[config.mk]
export PLATFORM = sky130hd
export DESIGN_NAME = imm_gen_pipe
export DESIGN_NICKNAME = d
export VERILOG_FILES = /design/src/rtl/imm_gen_pipe.sv
export SDC_FILE = /design/constraint.sdc
export NUM_CORES = 1
export LEC_CHECK = 0
export CORE_UTILIZATION = 36
export CTS_CLUSTER_SIZE = 8
export DETAILED_ROUTE_END_ITERATION = 16
export PLACE_DENSITY_LB_ADDON = 0.08
export SLEW_MARGIN = 30
export SYNTH_ARGS = -nofsm -noshare
export SYNTH_HDL_FRONTEND = slang
export SYNTH_SLANG_ARGS = --single-unit
[constraint.sdc]
create_clock -name clk -period 3.7 [get_ports clk]
set_clock_uncertainty 0.1 [all_clocks]
set_input_delay 1.11 -clock clk [delete_from_list [all_inputs] [get_ports clk]]
set_output_delay 1.11 -clock clk [all_outputs]
set_load 0.01 [all_outputs]
[src/rtl/imm_gen_pipe.sv]
// Decode-stage immediate generator: I/S/B/J/U/zimm/shamt formats, extended to XLEN,
// presented through a registered valid/ready output stage with an optional skid entry.
module imm_gen_pipe #(
    parameter int unsigned XLEN  = 32,
    parameter int unsigned TAG_W = 5,
    parameter int unsigned SKID  = 1
) (
    input  logic             clk,
    input  logic             rst_n,
    input  logic             flush,
    input  logic             in_valid,
    output logic             in_ready,
    input  logic [31:0]      instr,
    input  logic [2:0]       immsrc,
    input  logic [TAG_W-1:0] in_tag,
    output logic             out_valid,
    input  logic             out_ready,
    output logic [XLEN-1:0]  out_imm,
    output logic [TAG_W-1:0] out_tag,
    output logic             out_err
);

    localparam int unsigned FULL_W = 64;

    logic [FULL_W-1:0] sext;
    logic [FULL_W-1:0] dec_imm64;
    logic [XLEN-1:0]   dec_imm;
    logic              dec_err;
    logic              unused_bits;

    logic              main_valid;
    logic [XLEN-1:0]   main_imm;
    logic [TAG_W-1:0]  main_tag;
    logic              main_err;
    logic              skid_valid;
    logic [XLEN-1:0]   skid_imm;
    logic [TAG_W-1:0]  skid_tag;
    logic              skid_err;
    logic              in_ready_q;

    logic              accept;
    logic              drain;
    logic              main_valid_n;
    logic              skid_valid_n;
    logic              load_main;
    logic              main_from_skid;
    logic              load_skid;

    // Decode every format at 64 bits, then keep the low XLEN bits.
    always_comb begin
        sext      = {FULL_W{instr[31]}};
        dec_imm64 = '0;
        dec_err   = 1'b0;
        case (immsrc)
            3'b000: dec_imm64 = {sext[63:12], instr[31:20]};
            3'b001: dec_imm64 = {sext[63:12], instr[31:25], instr[11:7]};
            3'b010: dec_imm64 = {sext[63:12], instr[7], instr[30:25], instr[11:8], 1'b0};
            3'b011: dec_imm64 = {sext[63:20], instr[19:12], instr[20], instr[30:21], 1'b0};
            3'b100: dec_imm64 = {sext[63:32], instr[31:12], 12'b0};
            3'b101: dec_imm64 = {59'b0, instr[19:15]};
            3'b110: begin
                if (XLEN == 64) begin
                    dec_imm64 = {58'b0, instr[25:20]};
                end else begin
                    dec_imm64 = {59'b0, instr[24:20]};
                    dec_err   = instr[25];
                end
            end
            default: dec_err = 1'b1;
        endcase
    end

    assign dec_imm     = dec_imm64[XLEN-1:0];
    assign unused_bits = ^{instr[6:0], dec_imm64};

    // Occupancy update: flush wins, skid refills main before any new input.
    always_comb begin
        accept         = in_valid && in_ready;
        drain          = main_valid && out_ready;
        main_valid_n   = main_valid;
        skid_valid_n   = skid_valid;
        load_main      = 1'b0;
        main_from_skid = 1'b0;
        load_skid      = 1'b0;
        if (flush) begin
            main_valid_n = 1'b0;
            skid_valid_n = 1'b0;
        end else if (!main_valid || drain) begin
            if (skid_valid) begin
                load_main      = 1'b1;
                main_from_skid = 1'b1;
                main_valid_n   = 1'b1;
                skid_valid_n   = 1'b0;
            end else if (accept) begin
                load_main    = 1'b1;
                main_valid_n = 1'b1;
            end else begin
                main_valid_n = 1'b0;
            end
        end else if (accept && (SKID != 0)) begin
            load_skid    = 1'b1;
            skid_valid_n = 1'b1;
        end
    end

    always_ff @(posedge clk or negedge rst_n) begin
        if (!rst_n) begin
            main_valid <= 1'b0;
            main_imm   <= '0;
            main_tag   <= '0;
            main_err   <= 1'b0;
            skid_valid <= 1'b0;
            skid_imm   <= '0;
            skid_tag   <= '0;
            skid_err   <= 1'b0;
            in_ready_q <= 1'b1;
        end else begin
            main_valid <= main_valid_n;
            skid_valid <= skid_valid_n;
            in_ready_q <= !skid_valid_n;
            if (load_main) begin
                main_imm <= main_from_skid ? skid_imm : dec_imm;
                main_tag <= main_from_skid ? skid_tag : in_tag;
                main_err <= main_from_skid ? skid_err : dec_err;
            end
            if (load_skid) begin
                skid_imm <= dec_imm;
                skid_tag <= in_tag;
                skid_err <= dec_err;
            end
        end
    end

    assign in_ready  = (SKID != 0) ? in_ready_q : (!main_valid || out_ready);
    assign out_valid = main_valid;
    assign out_imm   = main_imm;
    assign out_tag   = main_tag;
    assign out_err   = main_err;

endmodule

==> impl_metrics.toml <==
[status]
status = "finished, final reports clean"

[finish]
area.sequential_sq_um = 1980
num-nets-final = 511
multiInputGateArea_sq_um = 1660
layout-drive-gt1-share_pct = 13.6
final_cells = 607
diodes = 0
layout_common_cells = "dfrtp_1, clkdlybuf4s50_1, nand2_1"
layout_commonest_cell = "dfrtp_1"
areaGrowthSynthToFinish_pct = 28.2
n_fill_cell = 996

[grt]
grt_pass1_vias = 3134
grt_use_met2_pct = 30.5
use_met3_pct = 2.93
grt-busiest-layer = "met2"
use_met1_pct = 27.0
antenna_found_initial = 0
grt_pass1_wl_um = 16500
grt_overflow = 0
grt_max_degree = 80
grt_usage_pct = 19.4

[sta]
finalMaxSlewViolations = 0
tightest_slew_ps = 743
finalCritPeriodShare_pct = 78.6
setup-violations-final = 0
rsz0062_at_grt = "no"
fin_crit_ps = 2910
fin_ws_ps = 793
hold_viol = 0
fin_setup_tns_ps = 0
fmax_ghz = 0.344
slew_headroom_pct = 50.5

[placed_design]
dpl.hpwl_um = 6610
portBuffers = 77
gp_congestion = 0.771
pre_cts_ws_ps = 425
dp.cells = 591

[worst_setup_path]
max_stage_delay_ps = 720
cp-end-kind = "flip-flop"
cp.arrival_ps = 3040
cp.buffers_inverters = 2
start_kind = "primary input"
crit_slowest_cell = "or3_1"
path_cells = "clkdlybuf4s50_1 > or3_1 > buf_4 > nor2_4 > a21oi_1"
cp.required_ps = 3830
critPathTopFamily = "simple AND/OR/NAND/NOR gates"
crit_type = "in2reg"
crit_fanout = 21

[route]
finalWirelength_um = 9930
initialDrtViolationCount = 133
dr.pass1.iters = 4
post-route-drc-count = 0
drt-wirelength-per-cell_um = 16.4
postRouteAntennaNets = 0
viasPerCell = 5.15
dr_total_vias = 3124

[clock_network]
root_buffer = "clkbuf_8"
cts_sinks = 79
ctsHoldBuffers = 0
cts.htree.levels = 3
post_cts_resized = 0
cts_tree = "built"
clk_latency_ps = 350
clkSlewWorstSetupHoldPaths_ps = 70
clock_path_buffers = 2
post_cts_buffers = 0
cts_buffers = 9

[logic_synthesis]
yosysUniqueCellTypes = 37
synth_warnings = 0
synth_edf_count = 0
synth_flop_cell = "dfrtp_1"
synth_nets = 442
syn_area_sq_um = 3820
async_flop_share_pct = 100
yosysSeqAreaShare_pct = 51.7
syn-instance-count = 397
syn_area_per_cell_sq_um = 9.63
ys_ff_latch = 79

[floorplan]
ios = 85
start_util_pct = 37.0
core_sq_um = 10300
die_area_sq_um = 11000
die_w_um = 105
row_count = 37
die_y_um = 105

[pwr]
ir_drop_v = 0.000194
powerDensity_nw_per_um2 = 465
p_leak_nw = 2.04

[min_path]
hold_class = "reg2reg"

[job]
cap_violations = 0
## stage by stage
| stage | power (mW) | hold WS (ps) | util (%) | instance area, sq um |
|---|---|---|---|---|
| finish | 2.28 | 376 | 47.5 | 4900 |
| floorplan | 1.38 | 345 | - | 3820 |
| global placement | 1.64 | 358 | 45.6 | 4710 |
| detailed placement | 1.66 | 363 | 45.6 | 4710 |
| CTS | 2.31 | 382 | 47.5 | 4900 |
| global route | 2.42 | 405 | 47.5 | 4900 |
## cell type report
cell class / count / share of cell area [%]
Clock buffer: 13 / 3.04
Clock inverter: 3 / 0.893
Inverter: 8 / 0.612
Multi-Input combinational cell: 278 / 33.9
Sequential cell: 79 / 40.3
Tap cell: 136 / 3.47
Timing Repair Buffer: 90 / 17.7
## report_power, final
part	internal [mW]	switching [mW]	total (mW)	leakage, nW
combinational	0.288	0.242	0.530	0.951
clock	0.332	0.311	0.642	0.0976
sequential	1.02	0.0832	1.11	0.995
total	1.64	0.636	2.28	2.04
## registers in the layout, summed over array words and instances, names as in the netlist
register    flops
skid_valid      1
in_ready        1
out_valid       1
skid_err        1
out_tag         5
skid_tag        5
out_err         1
skid_imm       32
out_imm        32
## cell families after synthesis
kind of cell	after synthesis	synth area share [%]
compound gates	127	19.6
flops	79	51.7
simple gates	126	16.5
xor+xnor	1	0.426
mux	24	6.87
buf+inv	40	4.91
## synth_stat cells (4+ instances only)
master     n  area (sq um)
a21oi_1   30           150
a31oi_1    5          31.3
o21ai_0   41           205
nor2_1     6          22.5
buf_4      5          37.5
o21ai_1   15          75.1
dfrtp_1   78          1950
mux2i_1    6          60.1
nand4_1    6          37.5
nand2_1   70           263
buf_2     15          75.1
a22oi_1    5          37.5
and2_1    12          75.1
or3_1     10          62.6
mux2_2    18           203
a21oi_2    4          35.0
inv_1      8          30.0
nor2b_1   11          68.8
o22ai_1   15          93.8
o221a_2    7          78.8
clkbuf_1  11          41.3
## final timing paths
check	from	endpoint	slack (ps)	cells after the start
worst max-delay path	flush	out_imm[1]$_DFFE_PN0P_	790	5
worst min-delay path	skid_imm[27]$_DFFE_PN0P_	skid_imm[27]$_DFFE_PN0P_	380	2
worst max register to register	skid_valid$_DFF_PN0_	out_imm[1]$_DFFE_PN0P_	1540	5
worst min register to register	skid_imm[27]$_DFFE_PN0P_	skid_imm[27]$_DFFE_PN0P_	380	2
max in group asynchronous	rst_n	out_tag[4]$_DFFE_PN0P_	2290	1
min in group asynchronous	rst_n	out_imm[7]$_DFFE_PN0P_	690	1
## per-layer routing
metal  part of all wire, %  wire length [um]
met1                    50              4920
met2                    45              4510
met3                   3.8               373
met4                   1.3               125
met5                     0                 0
## worst register-to-register path: stages, from the launching register on
cell and delay (ps):
dfrtp_1 510, a21oi_2 270, or3_1 570, buf_4 380, nor2_4 100, a21oi_1 160
No activity file was read; power rests on OpenSTA's default activity.
